<file path="src/rtl/led_scanner.sv">
// LED bank scanner: a lit position steps every COUNT enabled cycles (bounce, rotate or freeze).
// Optional comet tail via macro LED_SCANNER_TRAIL_EN (lights pos and the previous pos).
module led_scanner #(
  parameter int unsigned WIDTH = 8,
  parameter int unsigned COUNT = 15
) (
  input  logic             clk,
  input  logic             rst,
  input  logic             en,
  input  logic [1:0]       mode,
  output logic [WIDTH-1:0] dataOut,
  output logic             dir,
  output logic             tick
);

  localparam int unsigned CW = (COUNT > 1) ? $clog2(COUNT) : 1;
  localparam int unsigned PW = $clog2(WIDTH);
  localparam logic [CW-1:0] CNT_LAST = CW'(COUNT - 1);
  localparam logic [PW-1:0] POS_MAX  = PW'(WIDTH - 1);

  typedef enum logic [1:0] {
    MODE_BOUNCE  = 2'b00,
    MODE_ROT_LSB = 2'b01,
    MODE_ROT_MSB = 2'b10,
    MODE_FREEZE  = 2'b11
  } mode_e;

  mode_e            mode_s;
  logic [CW-1:0]    cnt_q, cnt_d;
  logic [PW-1:0]    pos_q, pos_d;
  logic             dir_q, dir_d;
  logic             tick_q, tick_d;
  logic [WIDTH-1:0] data_q, data_d;
  logic             step_c;
  logic             bounce_dir_c;
`ifdef LED_SCANNER_TRAIL_EN
  logic [PW-1:0]    prev_q, prev_d;
`endif

  assign mode_s = mode_e'(mode);

  // Next-state: counter, step decision and position update
  always_comb begin
    cnt_d        = cnt_q;
    pos_d        = pos_q;
    dir_d        = dir_q;
    tick_d       = 1'b0;
    step_c       = en && (cnt_q == CNT_LAST);
    bounce_dir_c = dir_q;

    if (en) begin
      cnt_d = step_c ? '0 : cnt_q + CW'(1);
    end

    // At an end the bounce direction must point back into the bank
    if (pos_q == '0) begin
      bounce_dir_c = 1'b1;
    end else if (pos_q == POS_MAX) begin
      bounce_dir_c = 1'b0;
    end

    if (step_c) begin
      tick_d = 1'b1;
      case (mode_s)
        MODE_BOUNCE: begin
          pos_d = bounce_dir_c ? pos_q + PW'(1) : pos_q - PW'(1);
          dir_d = bounce_dir_c;
          if (pos_d == '0) begin
            dir_d = 1'b1;
          end else if (pos_d == POS_MAX) begin
            dir_d = 1'b0;
          end
        end
        MODE_ROT_LSB: begin
          dir_d = 1'b0;
          pos_d = (pos_q == '0) ? POS_MAX : pos_q - PW'(1);
        end
        MODE_ROT_MSB: begin
          dir_d = 1'b1;
          pos_d = (pos_q == POS_MAX) ? '0 : pos_q + PW'(1);
        end
        MODE_FREEZE: begin
        end
      endcase
    end

`ifdef LED_SCANNER_TRAIL_EN
    prev_d = prev_q;
    if (step_c && (mode_s != MODE_FREEZE)) begin
      prev_d = pos_q;
    end
    data_d = (WIDTH'(1) << pos_d) | (WIDTH'(1) << prev_d);
`else
    data_d = WIDTH'(1) << pos_d;
`endif
  end

  always_ff @(posedge clk) begin
    if (rst) begin
      cnt_q  <= '0;
      pos_q  <= POS_MAX;
      dir_q  <= 1'b0;
      tick_q <= 1'b0;
      data_q <= WIDTH'(1) << POS_MAX;
`ifdef LED_SCANNER_TRAIL_EN
      prev_q <= POS_MAX;
`endif
    end else begin
      cnt_q  <= cnt_d;
      pos_q  <= pos_d;
      dir_q  <= dir_d;
      tick_q <= tick_d;
      data_q <= data_d;
`ifdef LED_SCANNER_TRAIL_EN
      prev_q <= prev_d;
`endif
    end
  end

  assign dataOut = data_q;
  assign dir     = dir_q;
  assign tick    = tick_q;

endmodule

</file>
<file path="config.mk">
export PLATFORM = sky130hd
export DESIGN_NAME = led_scanner
export DESIGN_NICKNAME = d
export VERILOG_FILES = /design/src/rtl/led_scanner.sv
export SDC_FILE = /design/constraint.sdc
export NUM_CORES = 1
export LEC_CHECK = 0
export ABC_AREA = 1
export CAP_MARGIN = 20
export CORE_UTILIZATION = 35
export CTS_CLUSTER_DIAMETER = 80
export DETAILED_ROUTE_END_ITERATION = 7
export PLACE_DENSITY = 0.63
export SLEW_MARGIN = 5
export SYNTH_ARGS = -nofsm -noshare
export SYNTH_HDL_FRONTEND = slang
export SYNTH_SLANG_ARGS = --single-unit
</file>
<file path="constraint.sdc">
create_clock -name clk -period 3.6 [get_ports clk]
set_input_delay 0.54 -clock clk [delete_from_list [all_inputs] [get_ports clk]]
set_output_delay 0.54 -clock clk [all_outputs]
set_load 0.005 [all_outputs]
</file>
* Word level (Yosys, flattened, before mapping) *
Index checks and enable logic that the tools add are counted.

storage, ports and cells
  register bits after elaboration = 17
  output and inout bits = 10
  logic and storage cells = 32

operators by class
  $add $sub $neg = 3
  equality and inequality tests = 5
  shift-type cells = 1
  multiplexer cells = 12
  reduce and logical (&&, ||, !) cells = 6

operators by type and width
  cell                 number
  $mux 3               4
  $pmux 3 s3           1
  $shl 1x3->8 const A  1
  $eq 3x3->1 const B   2
  $logic_not 3->1      2
  $mux 1               5
  $add 4x1->4 const B  1
  $eq 4x4->1 const B   1
  $mux 4               1
  $add 3x1->3 const B  1
  $pmux 1 s3           1
  $reduce_bool 3->1    1
  $sub 3x1->3 const B  1
  $eq 2x1->1 const B   1
  $eq 2x2->1 const B   1
  $logic_not 2->1      1
  $reduce_and 2->1     1
  $logic_and 1x1->1    1

* Logic depth before layout (Yosys ltp) *
Gate-level depths: netlist (run 1).

  depth after elaboration = 8
  mapped depth = 12
  gate-level depth less buffers = 12

* Least setup slack after synthesis (run 1) *
No wires, ideal clock.

  path kind = input port to flip-flop
  from = input port mode[1]
  to = register data_q[4], in the netlist dataOut[4]
  library setup time = 115 ps
  data arrival time = 1,340 ps
  setup slack = 2,145 ps
  stages on the path = 9
  path buffers = 0
  path through = inv_1 -> ha_1 -> nand3_1 -> nand2_1 -> nand2_1 -> o21ai_2 -> inv_2 -> nand2_1 -> nor2_1

on the way
  longest elaborated chain between the ends = 4

RTL lines
  element                                   line  source
  start: declaration                        10    input logic [1:0] mode,
  $eq 2x2->1, or another cell as far along  64    case (mode_s)
  $pmux 3 s3 (*)                            64
  $mux 3 (*)                                62    if (step_c) begin
  $shl 1x3->8 (*)                           94    data_d = WIDTH'(1) << pos_d;
  end signal: assignment                    104   data_q <= WIDTH'(1) << POS_MAX;
  end signal: assignment                    113   data_q <= data_d;
  end: declaration                          33    logic [WIDTH-1:0] data_q, data_d;

Mark *: on every way between the ends. The rest lies on a longest branch, timed or not.
A chain may end at the register's enable or synchronous reset.

* Worst setup path after layout (run 1) *
  from = input port mode[0]
  to = register data_q[4], in the netlist dataOut[4]

Same word-level chain as after synthesis.

==> flow_summary.toml, run 1 <==
[finish]
drive_above_1_share_pct = 14.0
fillCellCount = 270
syn_to_final_growth_pct = 22.7
register_area_sq_um = 340
finalInstanceArea_sq_um = 1110
diodes = 0
fin_cells = 166
final_nets = 152
multi_input_area_sq_um = 502

[sta]
worstMarginPinSlew_ps = 249
holdWs_ps = 532
fin_tns_setup_ps = 0
fin_skew_ps = 3.88
final_max_slew_viol_count = 0
rsz0062_at_grt = "false"
fmax_mhz = 547
relSlewSlack_pct = 83.4
post-route-period-util_pct = 50.8
report.final.hold_viol_count = 0
finalCriticalPeriod_ps = 1830
setup_violations = 0

[global_routing]
grtUsageTotal_pct = 14.2
grt_pass1_vias = 723
grt.overflow.total = 0
grt_max_degree = 11
grt_pass1_wl_mm = 2.80
antenna_found_initial = 0

[routing]
initialDrtViolationCount = 8
route.detailed.drc = 0
routedWlPerCell_um = 10.1
first_pass_iters = 4
wl_mm = 1.67
vias_per_cell = 4.64
via_count = 771
ant_nets = 0

[placement]
dpl_cell_area_sq_um = 1080
place_inst = 162
portBuffers = 14
hpwlAfterDp_mm = 1.36
gp_congestion = 0.808

[setup_path]
reg2reg_to = "dataOut[6]$_SDFF_PP0_"
worstSetupEndpointType = "flop"
r2r-start = "pos_q[0]$_SDFF_PP1_"
crit_arrival_ps = 2060
crit_path_start = "mode[0]"
cp-start-kind = "input port"
reg2reg_depth = 11
r2r_slack_ps = 1950
path_max_fanout = 4
cp.required_ps = 3830
endpoint = "dataOut[4]$_SDFF_PP0_"
path_class = "in2reg"

[worst_hold_path]
hp-class = "reg2reg"

[run]
drv_cap = 0

[logic_synthesis]
yosysWarnings = 0
synth.largest_area_cell = "dfxtp_1"
avgSynthCellArea_sq_um = 7.68
synth_cell_type_count = 23
synth_seq_cells = 17
syn_area_sq_um = 906
ys_top_cells_by_area = "dfxtp_1 38%, nand2_1 14%, ha_1 14%"
syn_nets = 133
seq_area_frac_synth_pct = 37.6
synth_top_cell_area_share_pct = 37.6
syn_inst = 118

[clocking]
numCtsBuffers = 3
htree_levels = 1
cts_root_buf = "clkbuf_4"
postCtsHoldBufs = 0
clk-insertion-delay-late_ps = 290
cts_tree = "built"
post_cts_buffers = 0
cts.clk_slew.worst_paths_ps = 100
max-clock-path-buffers = 2
postCtsResizedCells = 0
cts.sinks = 17

[floorplan]
start_util_pct = 36.9
io_pins = 15
core_sq_um = 2450
chipHeight_um = 52.9
core.rowCount = 18
die_area_sq_um = 2800
fp.dieW_um = 52.9

[run_status]
status = "completed"

[power]
max-vdd-ir-drop_mv = 0.197
total_power_uw = 320
p_per_area_nw_per_um2 = 288
p_leak_uw = 0.000552
==> how the worst min path moves through the flow <==
stage | startpoint | end | slack [ps] | depth (start not counted)
after floorplan | cnt_q[0]$_SDFFE_PP0P_ | cnt_q[0]$_SDFFE_PP0P_ | 480 | 2
after global placement | cnt_q[0]$_SDFFE_PP0P_ | cnt_q[0]$_SDFFE_PP0P_ | 500 | 2
after detailed placement | cnt_q[3]$_SDFFE_PP0P_ | cnt_q[3]$_SDFFE_PP0P_ | 520 | 2
after CTS | cnt_q[3]$_SDFFE_PP0P_ | cnt_q[3]$_SDFFE_PP0P_ | 540 | 2
after global routing | cnt_q[0]$_SDFFE_PP0P_ | cnt_q[0]$_SDFFE_PP0P_ | 560 | 2
final | cnt_q[0]$_SDFFE_PP0P_ | cnt_q[0]$_SDFFE_PP0P_ | 530 | 2
==> through the flow <==
step	setup slack, ps	utilization [%]
after floorplan	2140	-
after global placement	1490	44.1
after detailed placement	1460	44.1
after CTS	1780	45.3
after global routing	1610	45.3
final	1770	45.3
==> cell type report <==
| cell class | count | share of cell area (%) |
|---|---|---|
| clock buffers | 3 | 2.03 |
| clock inverters | 1 | 0.450 |
| inverters | 17 | 5.74 |
| multi-input cells | 84 | 45.2 |
| flip-flops and latches | 17 | 30.6 |
| well taps | 30 | 3.38 |
| repair buffers | 14 | 12.6 |
==> critical path, cell delays in order <==
cell and delay [ps]:
clkdlybuf4s50_1 510, inv_1 70, ha_1 240, a21boi_0 190, nand2_1 70, nand2_1 70
nand2_2 80, nand2_1 100, nand2_1 90, nor2_1 100
==> power breakdown <==
group          internal, uW  switching, uW  total, uW
combinational          11.9           15.1       27.0
sequential              191           2.59        193
clock                  41.3           58.7        100
total                   244           76.4        320
==> flip-flops by register name, summed over array words and instances (netlist names) <==
register,cells
pos_q,3
cnt_q,4
dataOut,8
tick,1
dir,1
==> synthesized netlist by cell type <==
cell	number
nand2_1	34
dfxtp_1	17
inv_1	16
ha_1	10
nor2_1	9
nand3_1	6
nand2_2	4
nor2_2	4
a21oi_1	2
nand3_2	2
nor3_1	2
a21boi_0	1
a22oi_1	1
a31oi_1	1
inv_2	1
nand2_4	1
nor2_4	1
o21ai_0	1
o21ai_2	1
o21bai_2	1
o32ai_1	1
xnor2_1	1
xor2_1	1
==> layout by cell type (no fill, tap or decap), types with 2 or more instances in the layout <==
cell / instances
nand3_2: 2
dfxtp_1: 17
a21oi_1: 2
clkdlybuf4s50_1: 14
ha_1: 10
nand3_1: 6
nand2_1: 34
nor2_2: 4
inv_1: 16
clkbuf_4: 3
nand2_2: 4
nor3_1: 2
nor2_1: 9
==> layer usage <==
layer  share of wire (%)  global-route usage (%)  routed length (um)  vias up
met2                  51                    27.0                 860       15
met1                  44                    14.2                 739      352
met5                   0                       0                   0        -
li1                    -                       -                   -      402
met3                 4.1                    5.17                  68        2
met4                0.24                    3.95                   4        0
==> cell families (layout without fill, tap and decap cells) <==
logic type	count (synthesis)	after routing	synth area share, %
AO/OA/AOI/OAI	9	9	7.18
XOR/XNOR	2	2	1.93
adder cells (fa/ha/maj)	10	10	13.8
buffers and inverters	17	35	7.04
flip-flops	17	17	37.6
AND/OR/NAND/NOR	63	63	32.5
Power figures use the tool's default switching activity.
==> inputs of run 2 (changes only) <==
==> constraint.sdc (replaced) <==
create_clock -name clk -period 1.7 [get_ports clk]
set_input_delay 0.255 -clock clk [delete_from_list [all_inputs] [get_ports clk]]
set_output_delay 0.255 -clock clk [all_outputs]
set_load 0.005 [all_outputs]
==> run 2 against run 1 <==
Net effect: die area stayed put; hold slack worse by 9.7 ps; final area is 5.7% higher; critical path depth is 2 higher; non-clock buffer count is 5 higher; global-route usage is 0.29 points lower; worst setup slack worse by 1600 ps; utilization is 2.6 points higher; critical endpoint is now dataOut[1]$_SDFF_PP0_; highest routed layer unchanged.
==> flow_summary.toml, run 2 (synthesis results as in run 1) <==
[run_status]
status = "completed"

[clocking]
cts.sinks = 17
numCtsBuffers = 3
max-clock-path-buffers = 2
cts_root_buf = "clkbuf_4"
postCtsHoldBufs = 0
cts.clk_slew.worst_paths_ps = 90
clk-insertion-delay-late_ps = 280
post_cts_buffers = 0
htree_levels = 1
cts_tree = "built"
postCtsResizedCells = 0

[worst_hold_path]
hp-class = "reg2reg"

[routing]
ant_nets = 0
via_count = 771
routedWlPerCell_um = 9.68
vias_per_cell = 4.51
initialDrtViolationCount = 12
route.detailed.drc = 0
wl_mm = 1.66
first_pass_iters = 4

[floorplan]
start_util_pct = 36.9
core_sq_um = 2450
die_area_sq_um = 2800
chipHeight_um = 52.9
core.rowCount = 18
fp.dieW_um = 52.9
io_pins = 15

[global_routing]
antenna_found_initial = 0
grt_pass1_vias = 724
grt_pass1_wl_mm = 2.79
grtUsageTotal_pct = 13.9
grt_max_degree = 11
grt.overflow.total = 0

[placement]
hpwlAfterDp_mm = 1.39
portBuffers = 14
place_ws_ps = -174
gp_congestion = 0.818

[setup_path]
path_max_fanout = 5
path_class = "reg2reg"
cp.required_ps = 1890
worstSetupEndpointType = "flop"
crit_arrival_ps = 1760
cp-start-kind = "flop"

[power]
total_power_uw = 673
p_leak_uw = 0.000573
max-vdd-ir-drop_mv = 0.357
p_per_area_nw_per_um2 = 573

[finish]
mostFrequentLayoutCells = "32 x nand2_1, 16 x dfxtp_1, 15 x inv_1, 14 x clkdlybuf4s50_1, 9 x nor2_1"
syn_to_final_growth_pct = 29.7
mostFrequentLayoutCell = "nand2_1"
final_nets = 157
drive_above_1_share_pct = 22.0
diodes = 0
largest_register_ffs = 8

[sta]
fmax_mhz = 638
finalCriticalPeriod_ps = 1570
post-route-period-util_pct = 92.2
fin_tns_setup_ps = 0
setup_slack_ps = 133
relSlewSlack_pct = 83.3
final_max_slew_viol_count = 0
fin_skew_ps = 0.937
holdWs_ps = 523
report.final.hold_viol_count = 0
setup_violations = 0
worstMarginPinSlew_ps = 251

[run]
drv_cap = 0
## run 2: cell count changes in the layout (fill, tap and decap cells not counted), sizes merged
cell	before	now
buf	0	5
## run 2: area by class of cell
type	count	area, sq um
tap	30	37.5
inverter	17	63.8
timing repair buffer	19	178
multi-input combinational	84	527
sequential	17	342
clock buffer	3	22.5
clock inverter	1	5.00
fill	233	1280
## run 2: layer usage
| metal | global-route usage [%] | share of wire [%] | up-vias |
|---|---|---|---|
| met5 | 0 | 0 | - |
| met4 | 3.95 | 0.30 | 0 |
| met3 | 5.17 | 3.7 | 2 |
| met2 | 24.7 | 51 | 13 |
| met1 | 15.3 | 45 | 341 |
| li1 | - | - | 415 |
## run 2: stage by stage
step / cell area [sq um] / utilization [%] / instances
after floorplan: 906 / - / 118
after global placement: 1120 / 45.7 / 167
after detailed placement: 1120 / 45.7 / 167
after CTS: 1150 / 46.8 / 171
after global routing: 1170 / 47.9 / 171
final: 1170 / 47.9 / 171
## run 2: where the power goes
group          switching (uW)  internal (uW)  total (uW)  leakage (uW)
logic                    31.6           28.5        60.1      0.000418
registers                4.94            403         408      0.000137
clock network             117           87.5         205     0.0000177
total                     154            519         673      0.000573
## run 2: worst paths after layout
path	cells past startpoint	end	slack (ps)	from
setup / recovery	12	dataOut[1]$_SDFF_PP0_	130	pos_q[0]$_SDFF_PP1_
hold / removal	2	cnt_q[0]$_SDFFE_PP0P_	520	cnt_q[0]$_SDFFE_PP0P_
setup reg to reg	12	dataOut[1]$_SDFF_PP0_	130	pos_q[0]$_SDFF_PP1_
hold reg to reg	2	cnt_q[0]$_SDFFE_PP0P_	520	cnt_q[0]$_SDFFE_PP0P_
## run 2: critical path, stage by stage (launching register included)
cell	delay, ps
dfxtp_2	350
ha_1	190
ha_1	190
inv_2	70
nand2_1	60
nand2_1	100
inv_1	60
nand2_1	50
nand3_1	90
nand2_2	100
nand2_2	80
nand2_4	100
nor2_2	40
==> inputs of run 3 (changes only) <==
--- a/config.mk
+++ b/config.mk
@@ -9,9 +9,9 @@
 export CAP_MARGIN = 20
 export CORE_UTILIZATION = 35
 export CTS_CLUSTER_DIAMETER = 80
+export CTS_CLUSTER_SIZE = 8
 export DETAILED_ROUTE_END_ITERATION = 7
 export PLACE_DENSITY = 0.63
-export SLEW_MARGIN = 5
 export SYNTH_ARGS = -nofsm -noshare
 export SYNTH_HDL_FRONTEND = slang
 export SYNTH_SLANG_ARGS = --single-unit
==> results of run 3 <==
Final layout, timing and power as in run 2 (identical DEF).
